<file path="config.mk">
export PLATFORM = sky130hd
export DESIGN_NAME = dpi_stream_sequencer
export DESIGN_NICKNAME = d
export VERILOG_FILES = /design/src/rtl/dpi_stream_sequencer.sv
export SDC_FILE = /design/constraint.sdc
export NUM_CORES = 2
export LEC_CHECK = 0
export BUFFER_PORTS_ARGS = -buffer_cell sky130_fd_sc_hd__buf_2
export CELL_PAD_IN_SITES_DETAIL_PLACEMENT = 1
export CELL_PAD_IN_SITES_GLOBAL_PLACEMENT = 1
export CORE_ASPECT_RATIO = 2
export CORE_MARGIN = 2
export CORE_UTILIZATION = 24
export DETAILED_ROUTE_END_ITERATION = 16
export PLACE_DENSITY = 0.52
export SETUP_SLACK_MARGIN = 0.3
export SKIP_LAST_GASP = 1
export SLEW_MARGIN = 30
export SYNTH_ARGS = -nofsm -noshare
export SYNTH_HDL_FRONTEND = slang
export SYNTH_SLANG_ARGS = --single-unit
</file>
<file path="constraint.sdc">
create_clock -name clk -period 17.7 [get_ports clk]
set_input_delay 3.54 -clock clk [delete_from_list [all_inputs] [get_ports clk]]
set_output_delay 3.54 -clock clk [all_outputs]
set_load 0.1 [all_outputs]
</file>
<file path="src/rtl/dpi_stream_sequencer.sv">
// ---------------------------------------------------------------------------
// dpi_stream_sequencer
//
// Upstream feeder for the per-category regex matcher wrappers. Takes a tagged
// packet byte stream, maps each packet's flow tag onto one of 64 stream IDs
// through an internal fully-associative stream table, then drives the matcher
// control sequence: load_state, one gap cycle, the payload characters, and a
// final eop/enable pulse. One instance fans out to every category matcher.
//
// Optional feature: define DPI_SEQ_STATS_EN to build the saturating
// statistics counters. When undefined, pkt_cnt/new_cnt/evict_cnt are tied
// to zero and no counter logic exists.
//
// Ports
//   clk, rst              : rising-edge clock, asynchronous active-high reset
//   in_data[7:0]          : packet byte
//   in_vld / in_rdy       : byte handshake, accepted when both are high
//   in_sop / in_eop       : first / last byte of packet
//   in_err                : packet error, sampled with in_eop
//   in_tag[TAG_W-1:0]     : flow tag, valid with in_sop
//   flush                 : clear the stream table (acted on only in IDLE)
//   char_in[7:0]          : character to matchers
//   char_in_vld           : character valid
//   load_state            : one-cycle pulse per packet, restore matcher state
//   stream_id[5:0]        : stream index, held from load_state through eop
//   new_stream_id         : stream was freshly allocated, held like stream_id
//   eop / enable          : end-of-packet pulse; enable=1 commits the packet
//   pkt_cnt, new_cnt,
//   evict_cnt             : statistics counters (see DPI_SEQ_STATS_EN)
// ---------------------------------------------------------------------------
module dpi_stream_sequencer #(
   parameter int TAG_W       = 16,
   parameter int NUM_STREAMS = 64
) (
   input  logic              clk,
   input  logic              rst,
   input  logic [7:0]        in_data,
   input  logic              in_vld,
   input  logic              in_sop,
   input  logic              in_eop,
   input  logic              in_err,
   input  logic [TAG_W-1:0]  in_tag,
   output logic              in_rdy,
   input  logic              flush,
   output logic [7:0]        char_in,
   output logic              char_in_vld,
   output logic              load_state,
   output logic [5:0]        stream_id,
   output logic              new_stream_id,
   output logic              eop,
   output logic              enable,
   output logic [31:0]       pkt_cnt,
   output logic [31:0]       new_cnt,
   output logic [15:0]       evict_cnt
);

   localparam int IDX_W = 6;

   typedef enum logic [2:0] {
      S_IDLE,
      S_LOOKUP,
      S_LOAD,
      S_GAP,
      S_STREAM,
      S_EOP
   } state_e;

   // ------------------------------------------------------------------------
   // State
   // ------------------------------------------------------------------------
   state_e                 state_q;

   // Captured sop byte and packet attributes
   logic [TAG_W-1:0]       tag_q;
   logic [7:0]             sop_byte_q;
   logic                   eop_seen_q;   // last byte already accepted
   logic                   err_q;        // in_err latched with the eop byte
   logic                   flush_pend_q; // flush seen while busy

   // Stream table
   logic [TAG_W-1:0]       tag_mem_q [NUM_STREAMS];
   logic [NUM_STREAMS-1:0] valid_q;
   logic [IDX_W-1:0]       victim_q;

   // Registered outputs
   logic                   in_rdy_q;
   logic [7:0]             char_q;
   logic                   char_vld_q;
   logic                   load_state_q;
   logic [IDX_W-1:0]       sid_q;
   logic                   new_sid_q;
   logic                   eop_q;
   logic                   enable_q;

   // ------------------------------------------------------------------------
   // Table lookup (evaluated every cycle, consumed only in LOOKUP)
   // ------------------------------------------------------------------------
   logic                   hit;
   logic [IDX_W-1:0]       hit_idx;
   logic                   free_found;
   logic [IDX_W-1:0]       free_idx;
   logic [IDX_W-1:0]       sid_d;
   logic                   new_sid_d;
   logic [IDX_W-1:0]       victim_d;
   logic                   tag_we;
   logic                   evict;

   always_comb begin
      // NOTE: every signal gets a default before the loop so no path leaves
      // it unassigned, which would otherwise infer a latch.
      hit        = 1'b0;
      hit_idx    = '0;
      free_found = 1'b0;
      free_idx   = '0;
      // Scan from the top down so the lowest matching index wins.
      for (int i = NUM_STREAMS - 1; i >= 0; i--) begin
         if (valid_q[i] && (tag_mem_q[i] == tag_q)) begin
            hit     = 1'b1;
            hit_idx = IDX_W'(i);
         end
         if (!valid_q[i]) begin
            free_found = 1'b1;
            free_idx   = IDX_W'(i);
         end
      end
   end

   always_comb begin
      new_sid_d = ~hit;
      sid_d     = victim_q;
      victim_d  = victim_q;
      if (hit) begin
         sid_d = hit_idx;
      end else if (free_found) begin
         sid_d = free_idx;
      end else begin
         // Full table: replace round-robin, wrapping 63 -> 0.
         victim_d = victim_q + IDX_W'(1);
      end
   end

   assign tag_we = (state_q == S_LOOKUP) && !hit;
   assign evict  = tag_we && !free_found;

   // NOTE: the tag storage has no reset; valid_q qualifies every compare, so
   // stale contents of an invalid entry can never produce a hit.
   always_ff @(posedge clk) begin
      if (tag_we) begin
         tag_mem_q[sid_d] <= tag_q;
      end
   end

   // ------------------------------------------------------------------------
   // Control FSM with registered outputs
   // ------------------------------------------------------------------------
   always_ff @(posedge clk or posedge rst) begin
      if (rst) begin
         state_q      <= S_IDLE;
         tag_q        <= '0;
         sop_byte_q   <= '0;
         eop_seen_q   <= 1'b0;
         err_q        <= 1'b0;
         flush_pend_q <= 1'b0;
         valid_q      <= '0;
         victim_q     <= '0;
         in_rdy_q     <= 1'b0;
         char_q       <= '0;
         char_vld_q   <= 1'b0;
         load_state_q <= 1'b0;
         sid_q        <= '0;
         new_sid_q    <= 1'b0;
         eop_q        <= 1'b0;
         enable_q     <= 1'b0;
      end else begin
         // NOTE: non-blocking assignments throughout, so every register in
         // this block sees the pre-edge value of every other one.
         load_state_q <= 1'b0;
         char_vld_q   <= 1'b0;
         eop_q        <= 1'b0;

         // A flush arriving while a packet is in flight waits for IDLE.
         if (flush && (state_q != S_IDLE)) begin
            flush_pend_q <= 1'b1;
         end

         case (state_q)
            S_IDLE: begin
               in_rdy_q <= 1'b1;
               if (in_vld && in_rdy_q && in_sop) begin
                  tag_q      <= in_tag;
                  sop_byte_q <= in_data;
                  eop_seen_q <= in_eop;
                  err_q      <= in_eop & in_err;
                  in_rdy_q   <= 1'b0;
                  state_q    <= S_LOOKUP;
                  if (flush) begin
                     flush_pend_q <= 1'b1;
                  end
               end else if (flush || flush_pend_q) begin
                  valid_q      <= '0;
                  victim_q     <= '0;
                  flush_pend_q <= 1'b0;
               end
               // Non-sop bytes accepted here are dropped.
            end

            S_LOOKUP: begin
               sid_q        <= sid_d;
               new_sid_q    <= new_sid_d;
               victim_q     <= victim_d;
               if (!hit) begin
                  valid_q[sid_d] <= 1'b1;
               end
               load_state_q <= 1'b1;
               state_q      <= S_LOAD;
            end

            S_LOAD: begin
               state_q <= S_GAP;
            end

            S_GAP: begin
               // First STREAM cycle replays the captured sop byte. A
               // single-byte packet takes no further input.
               char_q     <= sop_byte_q;
               char_vld_q <= 1'b1;
               in_rdy_q   <= ~eop_seen_q;
               state_q    <= S_STREAM;
            end

            S_STREAM: begin
               if (eop_seen_q) begin
                  // Last character is on char_in this cycle; eop follows.
                  eop_q    <= 1'b1;
                  enable_q <= ~err_q;
                  in_rdy_q <= 1'b0;
                  state_q  <= S_EOP;
               end else if (in_vld && in_rdy_q) begin
                  if (in_sop) begin
                     // Protocol error: drop the byte and abort uncommitted.
                     eop_q    <= 1'b1;
                     enable_q <= 1'b0;
                     in_rdy_q <= 1'b0;
                     state_q  <= S_EOP;
                  end else begin
                     char_q     <= in_data;
                     char_vld_q <= 1'b1;
                     if (in_eop) begin
                        eop_seen_q <= 1'b1;
                        err_q      <= in_err;
                        in_rdy_q   <= 1'b0;
                     end
                  end
               end
            end

            S_EOP: begin
               enable_q <= 1'b0;
               in_rdy_q <= 1'b1;
               state_q  <= S_IDLE;
            end

            default: begin
               state_q  <= S_IDLE;
               in_rdy_q <= 1'b0;
            end
         endcase
      end
   end

   assign in_rdy        = in_rdy_q;
   assign char_in       = char_q;
   assign char_in_vld   = char_vld_q;
   assign load_state    = load_state_q;
   assign stream_id     = sid_q;
   assign new_stream_id = new_sid_q;
   assign eop           = eop_q;
   assign enable        = enable_q;

   // ------------------------------------------------------------------------
   // Statistics
   // ------------------------------------------------------------------------
`ifdef DPI_SEQ_STATS_EN
   logic [31:0] pkt_cnt_q;
   logic [31:0] new_cnt_q;
   logic [15:0] evict_cnt_q;

   // Saturating counters, cleared only by reset (flush leaves them alone).
   always_ff @(posedge clk or posedge rst) begin
      if (rst) begin
         pkt_cnt_q   <= '0;
         new_cnt_q   <= '0;
         evict_cnt_q <= '0;
      end else begin
         if (eop_q && (pkt_cnt_q != '1)) begin
            pkt_cnt_q <= pkt_cnt_q + 32'd1;
         end
         if (tag_we && (new_cnt_q != '1)) begin
            new_cnt_q <= new_cnt_q + 32'd1;
         end
         if (evict && (evict_cnt_q != '1)) begin
            evict_cnt_q <= evict_cnt_q + 16'd1;
         end
      end
   end

   assign pkt_cnt   = pkt_cnt_q;
   assign new_cnt   = new_cnt_q;
   assign evict_cnt = evict_cnt_q;
`else
   assign pkt_cnt   = '0;
   assign new_cnt   = '0;
   assign evict_cnt = '0;
`endif

endmodule
</file>
Word-level counts from Yosys, hierarchy flattened
Memories as Yosys holds them, arrays and structs flattened.
Cells that the tools add are included.
- muxes and demuxes: 316
- bitwise operators: 6
- equal/unequal tests: 81
- $add $sub $neg: 1
- reductions and logical operators: 87
- magnitude comparators: 2
- operator list (kind ; number):
    equality test 16 bit ; 64
    two-way mux 6 bit ; 134
    two-way mux 64 bit ; 3
    two-way mux 1 bit ; 162
    case mux 64 bit (2 select lines) ; 1
    logical AND 1 bit ; 69
    OR 64 bit ; 1
    two-way mux 8 bit ; 3
    inequality test 2 bit (second input constant) ; 9
    case mux 8 bit (2 select lines) ; 1
    case mux 3 bit (5 select lines) ; 1
    two-way mux 3 bit ; 4
    case mux 6 bit (2 select lines) ; 1
    AND reduction 3 bit ; 3
    case mux 1 bit (2 select lines) ; 4
    AND reduction 4 bit ; 2
    nonzero test 2 bit ; 4
    less-than comparator 6 x 7 -> 1 bit (second input constant) ; 1
    adder 6 x 1 -> 6 bit (second input constant) ; 1
    demux 1 bit (select 6 bit) ; 1
    equality test 3 x 2 -> 1 bit (second input constant) ; 2
    equality test 3 bit (second input constant) ; 2
    >= comparator 6 x 1 -> 1 bit (second input constant) ; 1
    inequality test 3 bit (second input constant) ; 2
    other kinds (13) ; 17
- bits in registers: 120
- bits of input ports: 31
- output and inout bits: 100
- bits in writable memories: 1024
- logic and storage cells: 510
- memories kept: 1
- memories (name ; depth ; bits a word ; rd ports ; clocked after memory_dff ; wr ports ; line ; RTL):
    tag_mem_q ; 64 ; 16 ; 64 ; 0 ; 1 ; 81 ; logic [TAG_W-1:0] tag_mem_q [NUM_STREAMS];

Depth between registers and ports, before layout
An unclocked memory read counts as a cell.
- depth after elaboration: 75
- gate-level depth with buffers: 18
- gate-level depth less buffers: 11

Least setup slack after synthesis
Ideal clock, no wire load.
- kind: register -> register
- from: register tag_q[8]
- to: memory tag_mem_q[14][0] (enable)
- arrival time: 5.202 ns
- stages on the path, launching flop included: 17
- period minus slack after synthesis: 5.611 ns
- library setup time: 0.409 ns
- slack: 12.089 ns
- path buffers: 7
- data required time: 17.291 ns
- cells stage by stage: dfrtp_1 buf_4 buf_6 buf_6 buf_4 xnor2_1 nand2_1 or4_1 a31oi_1 o2111ai_1 a41o_1 and3_1 buf_2 or2_1 buf_2 buf_2 nor3_1
- longest elaborated chain between the ends: 70
- elaborated cells between the ends (all ways): 261
- classes of those cells: 64 x eq/ne; 131 x mux; 66 x reduce/logical
- ends and longest elaborated chain (item ; line ; RTL):
    from (decl) ; 74 ; logic [TAG_W-1:0] tag_q;
    from (signal assigned) ; 190 ; tag_q <= in_tag;
    equality test 16 bit ; 117 ; if (valid_q[i] && (tag_mem_q[i] == tag_q)) begin
    logical AND 1 bit ; 117 ;
    two-way mux 1 bit (64 in a row) ; 117 ;
    logical NOT 1 bit ; - ;
    logical AND 1 bit ; 142 ; assign tag_we = (state_q == S_LOOKUP) && !hit;
    two-way mux 1 bit ; 148 ; if (tag_we) begin
    two-way mux 1 bit (implied by the code) ; 149 ; tag_mem_q[sid_d] <= tag_q;
    to (decl) ; 81 ;
Several ways; a longest one is shown, not always the timed one.

Final worst setup path
- from: register tag_q[9]
- to: memory tag_mem_q[48][7] (enable)
Same word-level chain as after synthesis.

==> impl_metrics.py <==
metrics = {
    "clocking": {
        "cts_buffers": 102,
        "path_clk_slew_ps": 70,
        "cts_max_level": 3,
        "cts_tree": "done",
        "cts_root_buffer": "clkbuf_16",
        "cts_buffer_depth": 3,
        "numClockSinks": 1144,
        "post_cts_buffers": 0,
        "hold_buffers": 0,
        "clock_latency_ps": 730,
        "post_cts_resized": 0,
    },
    "critical_path": {
        "cp-start-kind": "flop",
        "cp-end-kind": "flop",
        "worst_ep_required_time_ps": 18160,
        "crit_fanout": 38,
        "arrival_ps": 7810,
        "reg2regPathDepth": 16,
        "reg2reg_from": "tag_q[9]",
        "r2r_slack_ps": 10340,
        "path_class": "flop to flop",
        "r2r_end": "tag_mem_q[48][7]",
    },
    "yosys": {
        "ys_top_cells_by_area": "edfxtp_1 56%, xnor2_1 8.7%, xor2_1 7.8%",
        "seq_area_frac_synth_pct": 61.4,
        "synth_area_um2": 55000,
        "synth-main-ff-cell": "edfxtp_1",
        "ys_warn_count": 0,
        "synthArstFlopShare_pct": 10.5,
        "ys_types": 76,
        "synth_edf_count": 1024,
        "syn_avg_cell_area_um2": 13.2,
        "yosysTopAreaCellShare_pct": 55.9,
        "synth-seq-cells": 1144,
        "syn_inst": 4174,
        "synth_area_leader_cell": "edfxtp_1",
    },
    "run": {
        "drv_cap": 0,
    },
    "worst_hold_path": {
        "worstHoldStart": "sop_byte_q[1]",
        "hold_path.class": "flop to flop",
        "min_to": "sop_byte_q[1]",
        "whs_path_depth": 2,
    },
    "sta": {
        "maxSlewHeadroom_pct": 32.8,
        "slew_violations": 0,
        "worstMarginPinSlew_ps": 1010,
        "fin_crit_ps": 7360,
        "rsz0062_at_grt": "false",
        "setup-tns-final_ps": 0,
        "max_freq_ghz": 0.136,
        "finalClockSkew_ps": 36.1,
        "post-route-period-util_pct": 41.6,
        "finalSetupViolCount": 0,
        "hold_violations": 0,
    },
    "placed_design": {
        "dp_hpwl_um": 124000,
        "gp_congestion": 0.847,
        "io_buffers": 50,
    },
    "floorplanning": {
        "rows": 248,
        "core-area_um2": 228000,
        "die_h_um": 681,
        "die_x_um": 342,
        "start_util_pct": 24.1,
        "fp.dieArea_um2": 233000,
        "ioPinCount": 131,
    },
    "drt": {
        "viasPerCell": 4.68,
        "avgRoutedWirePerCell_um": 24.7,
        "postRouteAntennaNets": 0,
        "firstDrtPassIters": 5,
        "drt_wl_total_um": 182000,
        "via_count": 34300,
        "route.detailed.drc": 0,
        "drt_iter0_drc": 1623,
    },
    "finish": {
        "utilization_pct": 27.5,
        "drive_gt1_share_pct": 10.7,
        "syn_to_final_growth_pct": 13.8,
        "nets": 4281,
    },
    "pwr": {
        "ir_drop_v": 0.0000898,
        "cellLeakagePower_uw": 0.0202,
        "power_uw": 9180,
        "p_per_area_nw_per_um2": 147,
    },
    "global_route": {
        "gr-total-overflow": 0,
        "grt_pass1_vias": 36600,
        "grt_start_max_net_pins": 76,
        "grt_antenna_before_repair": 3,
        "grt_pass1_wl_um": 260000,
        "grtUsageTotal_pct": 15.3,
    },
    "run_status": {
        "outcome": "completed",
    },
}
[area by class of cell]
cell class | instances | area [um2]
diodes | 3 | 7.51
clock buffers | 130 | 2750
clock inverters | 60 | 727
fillers | 24800 | 165000
inverters | 27 | 106
multi-input cells | 2825 | 20300
flip-flops and latches | 1144 | 33800
well taps | 3000 | 3750
repair buffers | 149 | 1090
[cell families after synthesis]
group	synth area share [%]
DFF	61.4
muxes	0.0205
buffers and inverters	3.48
AOI/OAI and AO/OA	3.12
and+or+nand+nor	15.5
adders and majority gates	0.0228
xor gates and xnor gates	16.4
other	0.00682
[flip-flops by register name, summed over array words and instances (netlist names)]
name           flops
char_in            8
char_in_vld        1
enable             1
eop                1
eop_seen_q         1
err_q              1
flush_pend_q       1
in_rdy             1
load_state         1
new_stream_id      1
sop_byte_q         8
state_q            3
stream_id          6
tag_mem_q       1024
tag_q             16
valid_q           64
victim_q           6
[cells in the mapped netlist, types with 94 or more instances]
library cell / instances
dfrtp_1: 120
nand2_1: 315
nand4_1: 197
nand3_1: 140
and3_1: 97
xor2_1: 487
nor3_1: 120
edfxtp_1: 1024
nor2_1: 94
buf_4: 152
nor4_1: 154
xnor2_1: 543
[where the power goes]
part | leakage [uW] | internal [uW] | switching [uW]
Clock | 0.00168 | 1320 | 1050
Sequential | 0.0109 | 3340 | 274
Combinational | 0.00760 | 903 | 2300
Total | 0.0202 | 5560 | 3620
[stage by stage]
step / setup WS [ps] / cells / area [um2] / hold slack, ps
after CTS: 10030 / 7335 / 62500 / 479
after global routing: 9970 / 7336 / 62500 / 487
after detailed placement: 10080 / 7145 / 59100 / 463
after floorplan: 10970 / 4253 / 55300 / 446
final: 10340 / 7338 / 62600 / 475
after global placement: 9890 / 7145 / 58800 / 457
[critical path, cell delays in order, from the launching register on]
cell and delay [ps]:
dfrtp_4 620, buf_4 590, buf_4 500, buf_4 610
xor2_1 180, nor2_1 120, nand4b_1 90, or4_1 720
nand3_1 190, a31oi_1 70, o311ai_0 570, a31oi_1 190
nor3_1 510, or2_4 730, buf_4 810, nor3_2 100
buf_4 250
[placed cells by master, fill, tap and decap left out, types with 70 or more instances in the layout]
cell | Yosys | layout
edfxtp_1 | 1024 | 1024
xnor2_1 | 543 | 543
xor2_1 | 487 | 487
nand2_1 | 315 | 314
nand4_1 | 197 | 197
nor4_1 | 154 | 147
nand3_1 | 140 | 139
dfrtp_1 | 120 | 104
clkbuf_16 | 0 | 103
and3_1 | 97 | 97
nor2_1 | 94 | 93
buf_4 | 152 | 91
conb_1 | 1 | 80
and4_1 | 70 | 70
nor4b_1 | 70 | 70
[worst max path at each step]
stage / cells after the start / slack, ps / from / end
final: 16 / 10340 / tag_q[9] / tag_mem_q[48][7]
after global routing: 16 / 9970 / tag_q[9] / tag_mem_q[17][6]
after CTS: 16 / 10030 / tag_q[9] / tag_mem_q[31][15]
after detailed placement: 16 / 10080 / tag_q[9] / tag_mem_q[31][15]
after global placement: 15 / 9890 / tag_q[2] / tag_mem_q[17][1]
after floorplan: 1 / 10970 / rst / char_in[0]
[routing by layer]
| metal | wire length (um) | vias up | GRT usage [%] | part of all wire [%] |
|---|---|---|---|---|
| li1 | - | 15600 | - | - |
| met1 | 64600 | 17800 | 15.3 | 36 |
| met2 | 101000 | 633 | 30.2 | 56 |
| met3 | 3990 | 299 | 1.30 | 2.2 |
| met4 | 11600 | 0 | 9.02 | 6.4 |
| met5 | 0 | - | 0 | 0 |
Note: power is estimated with default switching activity, not from simulation.
